==> src/rtl/param_register_file.sv <==
// ---------------------------------------------------------------------------
// param_register_file
//
// Purpose:
//   ID-stage register file for the pipelined CPU. DEPTH = 2**ADDR_W entries
//   of DATA_W bits, one write port (driven from WB) and NUM_RD independent
//   registered read ports. Each entry also carries a busy bit. The busy bit
//   is set when a producer issues (reserve) and cleared when that producer
//   writes back. The ID stage uses it to detect hazards and stall.
//   Optionally, register 0 is hardwired to zero.
//
// Configuration:
//   REGFILE_BYPASS_EN (macro)
//     defined   : a read that lands in the same cycle as a write to the
//                 same index returns writeData, plus the busy bit as it is
//                 updated in that cycle (write-before-read).
//     undefined : a read returns the storage contents and busy bit as they
//                 were before that cycle's update (read-before-write).
//
// Parameters:
//   DATA_W   register width in bits
//   ADDR_W   register index width, DEPTH = 2**ADDR_W
//   NUM_RD   number of read ports (>= 1)
//   ZERO_REG 1: register 0 reads as 0 and ignores writes and reserves
//
// Ports:
//   CLK        in   clock, all state updates on posedge
//   RST        in   synchronous reset, active-high
//   RegWrite   in   write enable
//   writeReg   in   write index
//   writeData  in   write data
//   reserveEn  in   mark reserveReg busy
//   reserveReg in   index to mark busy
//   readEn     in   per-port read request
//   readReg    in   port k index at [k*ADDR_W +: ADDR_W]
//   readData   out  port k data at [k*DATA_W +: DATA_W]
//   readValid  out  port k data valid this cycle
//   readBusy   out  port k addressed register has a pending write
// ---------------------------------------------------------------------------
module param_register_file #(
    parameter int DATA_W   = 32,
    parameter int ADDR_W   = 5,
    parameter int NUM_RD   = 2,
    parameter int ZERO_REG = 1
) (
    input  logic                     CLK,
    input  logic                     RST,
    input  logic                     RegWrite,
    input  logic [ADDR_W-1:0]        writeReg,
    input  logic [DATA_W-1:0]        writeData,
    input  logic                     reserveEn,
    input  logic [ADDR_W-1:0]        reserveReg,
    input  logic [NUM_RD-1:0]        readEn,
    input  logic [NUM_RD*ADDR_W-1:0] readReg,
    output logic [NUM_RD*DATA_W-1:0] readData,
    output logic [NUM_RD-1:0]        readValid,
    output logic [NUM_RD-1:0]        readBusy
);

    localparam int DEPTH = 2 ** ADDR_W;

    logic [DATA_W-1:0] regs [DEPTH];
    logic [DEPTH-1:0]  busy;
    logic [DEPTH-1:0]  busyNext;
    logic              writeHit;
    logic              reserveHit;

    // Writes and reserves aimed at a hardwired zero register are dropped
    // entirely, so register 0 never stores data and never goes busy.
    assign writeHit   = RegWrite  && !((ZERO_REG != 0) && (writeReg   == '0));
    assign reserveHit = reserveEn && !((ZERO_REG != 0) && (reserveReg == '0));

    // The reserve is applied after the write-back clear. If a new producer
    // issues to the same register that an older producer is writing back,
    // the register stays busy.
    always_comb begin
        busyNext = busy;
        if (writeHit) begin
            busyNext[writeReg] = 1'b0;
        end
        if (reserveHit) begin
            busyNext[reserveReg] = 1'b1;
        end
    end

    always_ff @(posedge CLK) begin
        if (RST) begin
            for (int i = 0; i < DEPTH; i++) begin
                regs[i] <= '0;
            end
            busy <= '0;
        end else begin
            if (writeHit) begin
                regs[writeReg] <= writeData;
            end
            busy <= busyNext;
        end
    end

    // Read ports: each one is fully independent and registers its own result.
    for (genvar gi = 0; gi < NUM_RD; gi++) begin : gRead
        logic [ADDR_W-1:0] idx;
        logic              isZero;
        logic [DATA_W-1:0] srcData;
        logic              srcBusy;
        logic [DATA_W-1:0] dataQ;
        logic              validQ;
        logic              busyQ;

        assign idx    = readReg[gi*ADDR_W +: ADDR_W];
        assign isZero = (ZERO_REG != 0) && (idx == '0);

        always_comb begin
`ifdef REGFILE_BYPASS_EN
            if (writeHit && (writeReg == idx)) begin
                // Write-before-read: the result reflects this cycle's write,
                // including a same-cycle reserve that re-marks the register busy.
                srcData = writeData;
                srcBusy = busyNext[idx];
            end else begin
                srcData = regs[idx];
                srcBusy = busy[idx];
            end
`else
            srcData = regs[idx];
            srcBusy = busy[idx];
`endif
            if (isZero) begin
                srcData = '0;
                srcBusy = 1'b0;
            end
        end

        // While readEn is low, the data and busy outputs keep their last
        // values. Only the valid flag drops.
        always_ff @(posedge CLK) begin
            if (RST) begin
                dataQ  <= '0;
                validQ <= 1'b0;
                busyQ  <= 1'b0;
            end else begin
                validQ <= readEn[gi];
                if (readEn[gi]) begin
                    dataQ <= srcData;
                    busyQ <= srcBusy;
                end
            end
        end

        assign readData[gi*DATA_W +: DATA_W] = dataQ;
        assign readValid[gi]                 = validQ;
        assign readBusy[gi]                  = busyQ;
    end

endmodule
==> config.mk <==
export PLATFORM = sky130hd
export DESIGN_NAME = param_register_file
export DESIGN_NICKNAME = d
export VERILOG_FILES = /design/src/rtl/param_register_file.sv
export SDC_FILE = /design/constraint.sdc
export NUM_CORES = 2
export LEC_CHECK = 0
export CORE_AREA = 2 2 447 449
export DETAILED_ROUTE_END_ITERATION = 12
export DIE_AREA = 0 0 449 451
export SLEW_MARGIN = 25
export SYNTH_ARGS = -nofsm -noshare
export SYNTH_HDL_FRONTEND = slang
export SYNTH_SLANG_ARGS = --single-unit
export TNS_END_PERCENT = 5
==> constraint.sdc <==
create_clock -name CLK -period 7.1 [get_ports CLK]
set_input_delay 0.71 -clock CLK [delete_from_list [all_inputs] [get_ports CLK]]
set_output_delay 0.71 -clock CLK [all_outputs]
set_load 0.03 [all_outputs]
# Word-level counts from Yosys, hierarchy flattened

Memories as Yosys holds them, arrays and structs flattened.
Cells that the tools add are included.
Widths: inputs -> output; s select.

Register bits after elaboration: 100
Latch bits: 0
Bits in writable memories: 1024
ROM bits: 0
Input port bits: 58
Output and inout bits: 68
Word-level logic and storage cells: 50
Memories: 1

Memory list:

| memory | words | width | read ports | clocked after memory_dff | wr ports | line | text |
|---|---|---|---|---|---|---|---|
| regs   | 32    | 32    | 2          | 0                        | 32       | 62   | `logic [DATA_W-1:0] regs [DEPTH];` |

Add/sub/neg operators: 0
Multipliers: 0
Div/mod/pow operators: 0
Magnitude comparators: 6
Equality and inequality tests: 0
Shifts and indexed selects: 0
Muxes and demuxes: 22
Bitwise gates (word level): 3
Reduce and logical (&&, ||, !) cells: 11

Operators with widths:

| kind               | count |
|---|---|
| $mux 32            | 5 |
| $and 32x32->32     | 1 |
| $not 32->32        | 1 |
| $or 32x32->32      | 1 |
| $reduce_or 32->1   | 1 |
| $lt 5x6->1 const B | 4 |
| $logic_not 5->1    | 4 |
| $mux 1             | 12 |
| $bmux 1 s5         | 2 |
| $demux 1 s5        | 2 |
| $ge 5x1->1 const B | 2 |
| $mux 5             | 1 |
| $logic_and 1x1->1  | 4 |
| $logic_not 1->1    | 2 |

# Logic depth before layout (Yosys ltp)

Depth in word-level cells: 9
Depth in mapped cells: 8
Gate-level depth less buffers: 4

# Worst setup path after synthesis

Ideal clock, no wire load.

Path type: input-to-reg
Start point: input writeReg[3]
End point: memory regs[15][0] (enable)
Setup time: 0.430 ns
Data arrival time: 2.899 ns
Required time: 6.670 ns
Setup slack: 3.771 ns
Stages: 4
Path buffers: 1
Path through: clkbuf_1 nand2_1 or2_1 o21bai_1

RTL lines:

| item            | line | text |
|---|---|---|
| start, declared | 49   | `input logic [ADDR_W-1:0] writeReg,` |
| end, declared   | 62   |  |

==> metrics.md <==
| Metric | Value |
|---|---|
| Die W | 449 um |
| Worst hold start | busy[4] |
| 1st-pass router iterations | 5 |
| CP Class | in -> reg |
| Compound-gate portion of the synthesized area | 6.48% |
| Reg2reg end | gRead[0].dataQ[5] |
| Synth Area in Adders | 0% |
| Final Wtd Congestion | 0.856 |
| Largest net degree at the start of global routing | 93 |
| Max Clock Freq | 282 MHz |
| Post-Route WL | 228,000 um |
| Setup TNS | 0 ns |
| Port bufs | 125 |
| Standard-cell rows | 164 |
| CTS tree | yes |
| Xor/xnor cell area share of the yosys netlist | 0% |
| Slew margin rel. | 23.3% |
| Worst R2R Setup Slack | 4.59 ns |
| Fillers | 19,200 |
| Max IR drop VDD | 205 uV |
| Buffer depth of the longest clock path | 3 |
| Initial Utilization | 29.7% |
| Core area | 198,000 um2 |
| Post-CTS Setup Inserts | 0 |
| I/O Pins | 126 |
| HPWL after DPL | 137,000 um |
| Worst Reg-to-Reg Cells | 4 |
| Post-Synth Simple-Gate Area | 13.4% |
| RSZ-0062 raised after global routing | false |
| Setup crit end kind | flop |
| Final Critical Period | 3.55 ns |
| Maxcap violations | 0 |
| Hold Path End | busy[4] |
| Vias in the first global route | 39,100 |
| Cell Count, Final, Fillers Out | 6,924 |
| Worst Max-Slew Pin Slew | 1.15 ns |
| Crit start category | primary input |
| Area of the die | 202,000 um2 |
| Setup violations, final | 0 |
| First-pass GRT wire length | 313,000 um |
| Synth async-reset ratio | 0% |
| Post-synth top flop | edfxtp_1 |
| R2R Path Start | regs[29][5] |
| Via count | 39,500 |
| Largest family of logic cells by synthesized area | multiplexers |
| Post-route DRC | 0 |
| Final net count | 4,209 |
| Synth unique cells | 52 |
| Worst Hold Class | reg -> reg |
| CP Max Fanout | 17 |
| CP arrival | 4.17 ns |
| DR WL/cell | 32.9 um |
| Crit path required time | 7.72 ns |
| Mapped Cells | 4,207 |
| DRT antenna net count | 0 |
| Share of cells above drive strength 1 | 19.1% |
| Number of DRC markers in iteration 0 | 5,619 |
| Gr usage total | 21.9% |
| Cts-stage hold buffer count | 0 |
| Mux contribution to synthesized area | 21.0% |
| CTS root buf | clkbuf_16 |
| Final hold vios | 0 |
| Die H | 451 um |
| H-tree depth | 3 |
| Leak | 23.2 nW |
| Initial antenna violation count | 30 |
| GRT overflow | 0 |
| WHS | 0.484 ns |
| CTS Buf Count | 115 |
| Post-synthesis instance area | 58,900 um2 |
| Total clock sinks | 1,124 |
| Clock transition at the registers of the reported paths | 0.06 ns |
| # placed instances | 6,689 |
| Outcome | complete, no violations |
| Routed vias/inst | 5.71 |
| Hold path depth | 2 |
| Synthesized flop and latch total | 1,124 |
| Register area share after synthesis | 55.6% |
| Final worst-path cycle share | 49.9% |
| Post-Syn Area per Cell | 14.0 um2 |
| Worst Skew | 0.0254 ns |
| Slew Viols, Final | 0 |
| Post-cts resize count | 0 |
| Synth warn | 0 |
| Post-synth EDFFs | 1,024 |
| Synthesis-to-finish area growth | 13.4% |
| Clk_lat worst skew | 0.76 ns |
| Pwr dens | 239 nW/um2 |
| Final Util | 33.7% |
-- per-stage QoR --
stage,setup WS (ns),power [mW],cell area (um2)
2_1_floorplan,3.77,9.02,59000
3_3_place_gp,2.74,9.81,62900
3_5_place_dp,2.94,9.84,63000
4_1_cts,3.72,15.9,66700
5_1_grt,3.54,16.3,66800
6_report,3.55,15.9,66800
-- cell usage after synthesis (27+ instances only) --
| master | number | area, um2 |
|---|---|---|
| a211oi_1 | 42 | 315 |
| inv_1 | 31 | 116 |
| nor2_1 | 123 | 462 |
| a22oi_1 | 99 | 743 |
| mux2_2 | 33 | 372 |
| mux2i_1 | 433 | 4330 |
| dfxtp_1 | 100 | 2000 |
| nor2b_1 | 27 | 169 |
| and2_1 | 996 | 6230 |
| a2111oi_0 | 33 | 289 |
| o22ai_1 | 59 | 369 |
| buf_2 | 80 | 400 |
| buf_4 | 30 | 225 |
| a221oi_1 | 41 | 359 |
| mux4_2 | 340 | 7660 |
| or3b_2 | 35 | 307 |
| nand2_1 | 57 | 214 |
| a21o_1 | 44 | 330 |
| o211ai_1 | 79 | 593 |
| and3_1 | 33 | 206 |
| clkbuf_1 | 301 | 1130 |
| edfxtp_1 | 1024 | 30700 |
-- sequential cells by signal, summed over array words and instances (netlist names) --
signal,flops
gRead.validQ,2
regs,1024
gRead.busyQ,2
gRead.dataQ,64
busy,32
-- worst max-delay path: stages --
cell	delay, ns
clkdlybuf4s50_1	0.71
nor2b_1	0.34
nand3_1	0.65
nor2_4	1.08
buf_4	0.47
and2_1	0.18
-- worst max path at each step --
stage           startpoint           endpoint
2_1_floorplan  writeReg[3]        regs[15][0]
3_3_place_gp    readReg[0]  gRead[0].dataQ[5]
3_5_place_dp      RegWrite        regs[3][30]
4_1_cts           RegWrite         regs[3][4]
5_1_grt           RegWrite        regs[3][14]
6_report          RegWrite        regs[3][26]
-- layer usage --
metal / GRT usage [%] / share of wire, % / up-vias
met2: 35.5 / 47 / 2419
met3: 3.65 / 8.7 / 566
met4: 12.9 / 6.3 / 2
met5: 0 / 0.0057 / -
li1: - / - / 15900
met1: 27.6 / 38 / 20600
-- logic make-up (layout without fill, tap and decap cells) --
logic type      Yosys count  in the layout
compound gates          491            491
buf+inv                 470            477
flops                  1124           1124
mux                     806            806
other cells               1             55
simple gates           1315           1315
-- layout make-up --
class,count,area (um2),area share (%)
Antenna cell,23,57.6,0.0862
Clock inverter,53,539,0.807
Tap cell,2656,3320,4.97
Timing Repair Buffer,234,2210,3.31
Multi-Input combinational cell,2644,24600,36.8
Inverter,32,120,0.180
Sequential cell,1124,32800,49.0
Clock buffer,158,3200,4.79
-- cells in the final DEF (no fill, tap or decap), types with 28 or more instances in the layout --
master and n:
o211ai_1 79, nand2_1 56, buf_4 98, a2111oi_0 31, and2_1 994, and3_1 33, mux4_2 340, conb_1 32
mux2_2 33, o22ai_1 59, nor2_4 34, clkbuf_1 28, mux2i_1 433, clkbuf_16 116, inv_1 31, a221oi_1 41
a211oi_1 42, clkdlybuf4s50_1 93, nor2_1 90, edfxtp_1 1024, a22oi_1 99, dfxtp_1 100, or3b_2 33
-- power by group --
group	total [mW]	switching, mW	internal (mW)
clock	6.20	2.70	3.50
combinational	1.89	1.18	0.718
sequential	7.85	0.248	7.60
(Power assumes the default switching activity.)
